===== src/rtl/dtw_stream_feeder.sv =====
// Upstream sequencer for one DTW core: buffers the query, streams the reference
// with per-cycle stall control, and hands the core's minimum back over a result handshake.
module dtw_stream_feeder #(
    parameter int               width     = 16,
    parameter int               SQG_SIZE  = 250,
    parameter logic [width-1:0] PAD_WORD  = '0,
    parameter int               DRAIN_CYC = 2
) (
    input  logic             clk,
    input  logic             rst,
    input  logic             start,
    input  logic [31:0]      ref_len,
    input  logic             q_valid,
    output logic             q_ready,
    input  logic [width-1:0] q_data,
    input  logic             r_valid,
    output logic             r_ready,
    input  logic [width-1:0] r_data,
    output logic             core_rst,
    output logic             core_running,
    output logic [width-1:0] core_squiggle,
    output logic [width-1:0] core_rword,
    output logic [31:0]      core_ref_len,
    input  logic             core_done,
    input  logic [width-1:0] core_minval,
    input  logic [31:0]      core_position,
    output logic             res_valid,
    input  logic             res_ready,
    output logic [width-1:0] res_minval,
    output logic [31:0]      res_position,
    output logic             res_err,
    output logic             busy
);

    localparam int              QW         = (SQG_SIZE > 1) ? $clog2(SQG_SIZE) : 1;
    localparam logic [QW-1:0]   Q_LAST     = QW'(SQG_SIZE - 1);
    localparam logic [31:0]     PAD_TOTAL  = 32'(SQG_SIZE);
    localparam logic [31:0]     DRAIN_LAST = (DRAIN_CYC > 0) ? 32'(DRAIN_CYC - 1) : 32'd0;

    localparam logic [2:0] S_IDLE   = 3'd0;
    localparam logic [2:0] S_CLEAR  = 3'd1;
    localparam logic [2:0] S_LOAD_Q = 3'd2;
    localparam logic [2:0] S_RUN    = 3'd3;
    localparam logic [2:0] S_DRAIN  = 3'd4;
    localparam logic [2:0] S_RESULT = 3'd5;

    logic [2:0]       state_q, state_d;
    logic [31:0]      len_q, len_d;
    logic [QW-1:0]    q_cnt_q, q_cnt_d;
    logic [QW-1:0]    sq_idx_q, sq_idx_d;
    logic [31:0]      ref_cnt_q, ref_cnt_d;
    logic [31:0]      pad_cnt_q, pad_cnt_d;
    logic [31:0]      drain_cnt_q, drain_cnt_d;
    logic             primed_q, primed_d;
    logic [width-1:0] res_minval_q, res_minval_d;
    logic [31:0]      res_position_q, res_position_d;
    logic             res_err_q, res_err_d;
    logic [width-1:0] qbuf_q [SQG_SIZE];

    logic in_run;
    logic ref_left;
    logic pad_done;
    logic q_hs;
    logic r_hs;
    logic run_adv;

    assign in_run   = (state_q == S_RUN);
    assign ref_left = (ref_cnt_q < len_q);
    assign pad_done = (pad_cnt_q >= PAD_TOTAL);

    // Priming cycle runs unconditionally; afterwards the core only advances when
    // the reference word it needs is present (or the reference is exhausted).
    // The pad cap keeps the running total exact even if done arrives late.
    always_comb begin
        core_running = 1'b0;
        if (in_run) begin
            if (!primed_q) begin
                core_running = 1'b1;
            end else begin
                core_running = !core_done && !pad_done && (!ref_left || r_valid);
            end
        end
    end

    assign r_ready       = in_run && primed_q && !core_done && ref_left;
    assign q_ready       = (state_q == S_LOAD_Q);
    assign q_hs          = q_ready && q_valid;
    assign r_hs          = r_ready && r_valid;
    assign run_adv       = in_run && primed_q && core_running;
    assign core_rst      = rst || (state_q == S_CLEAR);
    assign core_rword    = ref_left ? r_data : PAD_WORD;
    assign core_squiggle = qbuf_q[sq_idx_q];
    assign core_ref_len  = len_q;
    assign res_valid     = (state_q == S_RESULT);
    assign res_minval    = res_minval_q;
    assign res_position  = res_position_q;
    assign res_err       = res_err_q;
    assign busy          = (state_q != S_IDLE);

    always_comb begin
        state_d        = state_q;
        len_d          = len_q;
        q_cnt_d        = q_cnt_q;
        sq_idx_d       = sq_idx_q;
        ref_cnt_d      = ref_cnt_q;
        pad_cnt_d      = pad_cnt_q;
        drain_cnt_d    = drain_cnt_q;
        primed_d       = primed_q;
        res_minval_d   = res_minval_q;
        res_position_d = res_position_q;
        res_err_d      = res_err_q;

        case (state_q)
            S_IDLE: begin
                if (start) begin
                    q_cnt_d     = '0;
                    sq_idx_d    = '0;
                    ref_cnt_d   = '0;
                    pad_cnt_d   = '0;
                    drain_cnt_d = '0;
                    primed_d    = 1'b0;
                    if (ref_len != 32'd0) begin
                        len_d   = ref_len;
                        state_d = S_CLEAR;
                    end else begin
                        res_err_d      = 1'b1;
                        res_minval_d   = '1;
                        res_position_d = '0;
                        state_d        = S_RESULT;
                    end
                end
            end
            S_CLEAR: begin
                state_d = S_LOAD_Q;
            end
            S_LOAD_Q: begin
                if (q_hs) begin
                    if (q_cnt_q == Q_LAST) begin
                        q_cnt_d = '0;
                        state_d = S_RUN;
                    end else begin
                        q_cnt_d = q_cnt_q + 1'b1;
                    end
                end
            end
            S_RUN: begin
                if (!primed_q) begin
                    primed_d = 1'b1;
                end else if (core_done) begin
                    drain_cnt_d = '0;
                    state_d     = S_DRAIN;
                end else begin
                    if (r_hs) begin
                        ref_cnt_d = ref_cnt_q + 32'd1;
                    end
                    if (run_adv && !ref_left) begin
                        pad_cnt_d = pad_cnt_q + 32'd1;
                    end
                    if (run_adv && (sq_idx_q != Q_LAST)) begin
                        sq_idx_d = sq_idx_q + 1'b1;
                    end
                end
            end
            S_DRAIN: begin
                if (drain_cnt_q >= DRAIN_LAST) begin
                    res_minval_d   = core_minval;
                    res_position_d = core_position;
                    res_err_d      = 1'b0;
                    state_d        = S_RESULT;
                end else begin
                    drain_cnt_d = drain_cnt_q + 32'd1;
                end
            end
            S_RESULT: begin
                if (res_ready) begin
                    state_d = S_IDLE;
                end
            end
            default: begin
                state_d = S_IDLE;
            end
        endcase
    end

    always_ff @(posedge clk) begin
        if (rst) begin
            state_q        <= S_IDLE;
            len_q          <= '0;
            q_cnt_q        <= '0;
            sq_idx_q       <= '0;
            ref_cnt_q      <= '0;
            pad_cnt_q      <= '0;
            drain_cnt_q    <= '0;
            primed_q       <= 1'b0;
            res_minval_q   <= '1;
            res_position_q <= '0;
            res_err_q      <= 1'b0;
        end else begin
            state_q        <= state_d;
            len_q          <= len_d;
            q_cnt_q        <= q_cnt_d;
            sq_idx_q       <= sq_idx_d;
            ref_cnt_q      <= ref_cnt_d;
            pad_cnt_q      <= pad_cnt_d;
            drain_cnt_q    <= drain_cnt_d;
            primed_q       <= primed_d;
            res_minval_q   <= res_minval_d;
            res_position_q <= res_position_d;
            res_err_q      <= res_err_d;
        end
    end

    // Query buffer has no reset: contents are only read after a full load.
    always_ff @(posedge clk) begin
        if (q_hs) begin
            qbuf_q[q_cnt_q] <= q_data;
        end
    end

endmodule


===== config.mk =====
export PLATFORM = sky130hd
export DESIGN_NAME = dtw_stream_feeder
export DESIGN_NICKNAME = d
export VERILOG_FILES = /design/src/rtl/dtw_stream_feeder.sv
export SDC_FILE = /design/constraint.sdc
export NUM_CORES = 2
export LEC_CHECK = 0
export CELL_PAD_IN_SITES_DETAIL_PLACEMENT = 2
export CELL_PAD_IN_SITES_GLOBAL_PLACEMENT = 2
export CORE_MARGIN = 2
export CORE_UTILIZATION = 45
export DETAILED_ROUTE_END_ITERATION = 8
export HOLD_SLACK_MARGIN = 0.02
export PLACE_DENSITY = 0.86
export SETUP_SLACK_MARGIN = 0.2
export SYNTH_ARGS = -nofsm -noshare
export SYNTH_HDL_FRONTEND = slang
export SYNTH_SLANG_ARGS = --single-unit
export TNS_END_PERCENT = 30

===== constraint.sdc =====
create_clock -name clk -period 3.2 [get_ports clk]
set_input_delay 0.64 -clock clk [delete_from_list [all_inputs] [get_ports clk]]
set_output_delay 0.64 -clock clk [all_outputs]
set_load 0.005 [all_outputs]

==> metrics.txt, run 1 <==
post-synthesis mux area share 0.168; adder-cell share of the synthesized area 0.00330; Seq/Total Area, Yosys 0.761; Seq cells post-synth 4205; most frequent cells after synthesis edfxtp_1, mux4_2, nor2_1; Area contributors post-synth edfxtp_1, mux4_2, dfxtp_1; Placer Congestion 0.901; post-synth top area cell edfxtp_1; failing step detailed placement (3_5_place_dp); Die Ht 606 um; Die Wd 606 um; Post-Synth XOR/XNOR Area 0.000644; post-synthesis async set-or-reset flop share 0; post-DP HPWL 481000 um; FP Rows 221; Stop Error [ERROR DPL-0033] detailed placement checks failed during check placement.; Synth cell types 76; Yosys warnings 0; number of port buffers 237; main combinational cell family by area after synthesis multiplexers; synthesized net count 7715; Top FF cell, synth edfxtp_1; Initial Utilization 0.451; most frequent cell after synthesis edfxtp_1; Mapped Area 0.163 mm^2; Gate Count Post-Synth 7553; status stopped before the end; IO Count 238; Post-synth EDFFs 4000; Compound-Gate Fraction of Synth Area 0.0206; Synth top area share 0.736; simple-gate area share of the yosys netlist 0.0288; syn_area_per_cell 21.6 um^2
==> cells by family after synthesis <==
logic type / after synthesis
buffers and inverters: 470
adder cells (fa/ha/maj): 43
AND/OR/NAND/NOR: 998
AO/OA/AOI/OAI: 504
flip-flops: 4205
XOR/XNOR: 12
multiplexers: 1321
==> per-stage QoR <==
step	worst slack, ps	hold WS (ps)
global placement	-2000	444
floorplan	151	430
==> inputs of run 2 (changes only) <==
==> config.mk (replaced) <==
export PLATFORM = sky130hd
export DESIGN_NAME = dtw_stream_feeder
export DESIGN_NICKNAME = d
export VERILOG_FILES = /design/src/rtl/dtw_stream_feeder.sv
export SDC_FILE = /design/constraint.sdc
export NUM_CORES = 2
export LEC_CHECK = 0
export CORE_MARGIN = 2
export CORE_UTILIZATION = 40
export DETAILED_ROUTE_END_ITERATION = 8
export PLACE_DENSITY_LB_ADDON = 0.15
export SYNTH_ARGS = -nofsm -noshare
export SYNTH_HDL_FRONTEND = slang
export SYNTH_SLANG_ARGS = --single-unit
export TNS_END_PERCENT = 30
==> constraint.sdc (replaced) <==
create_clock -name clk -period 4.2 [get_ports clk]
set_input_delay 0.84 -clock clk [delete_from_list [all_inputs] [get_ports clk]]
set_output_delay 0.84 -clock clk [all_outputs]
set_load 0.005 [all_outputs]
==> run 2 against run 1 <==
Against the previous run:
- area after synthesis stayed put
- synthesized cell count unchanged
- the flow now finishes, with violations (negative setup slack)
==> metrics.txt, run 2 <==
status finished, violations left; number of port buffers 237; most frequent cells in the layout edfxtp_1, mux4_2, buf_4; Period minus WS final 5260 ps; Area after DPL 0.180 mm^2; Die ar. 0.413 mm^2; most frequent cell after synthesis edfxtp_1; drt pass-1 iters 7; H-Tree Depth 5; TritonCTS Sinks 4205; first-pass GRT wire length 668000 um; largest net degree at the start of global routing 134; Clk network pwr share 0.390; Top FF cell, synth edfxtp_1; Via density 5.71; Synth top area share 0.736; Sequential Power Share 0.469; Worst-Margin Slew 1380 ps; Worst EP required 3360 ps; most frequent cells after synthesis edfxtp_1, mux4_2, nor2_1; syn_area_per_cell 21.6 um^2; Die Ht 643 um; Final setup viols 31; placed cells 13800; Comb power frac 0.141; Non-Filler Instances 14700; VDD IR max 0.346 mV; power density over the cells 499 mW/mm^2; GR Util All Layers 0.228; MaxCap Viol Count 0; initial antenna violation count 16; Hold WC Path Type input port to flop; Final Cycle Share 1.25; total gr overflow 0; Placer Congestion 0.880; Clock Skew 73.2 ps; Most flops, register qbuf_q; Seq/Total Area, Yosys 0.761; design area 0.197 mm^2; Core ar. 0.406 mm^2; Hold Violations, Final 0; CTS tree done; drt total wl 479000 um; Area contributors post-synth edfxtp_1, mux4_2, dfxtp_1; RSZ-0062 raised after global routing yes; Leak 0.0624 uW; synthesized net count 7715; drc violations 0; Net Switching 23100 uW; kind of critical path flop to output port; Seq cells post-synth 4205; number of global-route vias before repair 84600; fmax 190 MHz; Synth cell types 76; final setup margin -1060 ps; worst-case clock buffer depth 4; Antenna Nets Post-Route 0; layout overhead on the synthesized area 21.0%; max reg flops 4000; post-synth top area cell edfxtp_1; post-synthesis async set-or-reset flop share 0; Gate Count Post-Synth 7553; Crit. End Element output port; max_slew headroom 0.0800; worst-path fanout max 7; post-DP HPWL 298000 um; CTS Buf Count 441; FP Rows 234; proportion of layout cells with a drive suffix above 1 0.356; Worst-path clk slew 60 ps; Switching Fraction 0.235; Layout Nets 9090; First DRT Iteration DRCs 10200; Die Wd 643 um; failing checks negative setup slack; WL/cell 32.5 um; Startpoint Class flop; Post-synth EDFFs 4000; Yosys warnings 0; via count 84100; Mapped Area 0.163 mm^2; Initial Utilization 0.402; IO Count 238; root buffer selected by CTS clkbuf_16; Int Power 75300 uW; most common cell after layout, fill and taps aside edfxtp_1; Worst-Skew Late Latency 1010 ps; Worst Path Arrival 4420 ps; Slew Limit Fails 0
[run 2: cell counts after synthesis]
No cell type changed its count.
[run 2: path summary, 6_finish.rpt]
kind | cells after the start | slack, ps | from | to
worst max register to register | 10 | 1010 | core_ref_len[30] | flop
worst min register to register | 1 | 460 | pad_cnt_q[28] | pad_cnt_q[28]
worst min-delay path | 1 | 280 | q_data[13] | qbuf_q[90][13]
worst max-delay path | 13 | -1060 | flop | core_squiggle[5]
[run 2: worst max-delay path: stages, from the launching register on]
cell and delay, ps:
dfxtp_4 380, buf_12 150, buf_16 170, buf_16 170
buf_16 160, buf_12 140, buf_8 110, mux4_2 500
mux4_2 610, a22oi_2 220, nand2_4 140, o21ai_4 340
nor2_1 90, buf_2 140
[run 2: final cells by class]
type,count,area (um^2)
antenna,6,15.0
clock buffer,536,11600
clock inverter,271,2570
fill,33000,209000
inverter,54,219
multi-input combinational,2878,37900
sequential,4205,124000
tap,5428,6790
timing repair buffer,1348,14000
[run 2: repair_timing]
item                                    4_1_cts  5_1_grt
resized for setup                           317      132
endpoints found under the setup margin       34       34
setup buffers                                91       49
cloned                                       16        4
hold buffers                                  0        0
pin swaps                                    70       57
[run 2: cells by family after synthesis]
group | share of synthesized area
muxes | 0.168
and+or+nand+nor | 0.0288
adders and majority gates | 0.00330
AOI/OAI and AO/OA | 0.0206
buffers and inverters | 0.0173
DFF | 0.761
xor gates and xnor gates | 0.000644
[run 2: per-stage QoR]
stage                     TNS, ps  hold WS, ps  utilization  setup WS [ps]  power (uW)
after global routing       -23870          266        0.486          -1170      102000
final                      -18400          280        0.486          -1060       98400
after global placement     -13460          444        0.442          -1620       59000
after detailed placement   -12190          448        0.442          -1390       59100
after floorplan                 0          430            -            875       54800
after CTS                  -22990          217        0.484          -1290       98800
[run 2: power groups by stage]
| stage | sequential, uW | clock, uW | combinational, uW |
|---|---|---|---|
| 2_1_floorplan | 47000 | 0 | 7810 |
| 3_3_place_gp | 47000 | 0 | 11900 |
| 3_5_place_dp | 47000 | 0 | 12000 |
| 4_1_cts | 46100 | 39100 | 13600 |
| 5_1_grt | 46100 | 40700 | 14700 |
| 6_report | 46100 | 38400 | 13900 |
[run 2: per-layer routing]
layer | vias to the layer above | track usage | wire length, um
li1 | 34600 | - | -
met1 | 46000 | 0.328 | 206000
met2 | 2994 | 0.366 | 229000
met3 | 564 | 0.0338 | 30700
met4 | 2 | 0.0599 | 13600
met5 | - | 0 | 13
No activity file was read; power rests on OpenSTA's default activity.
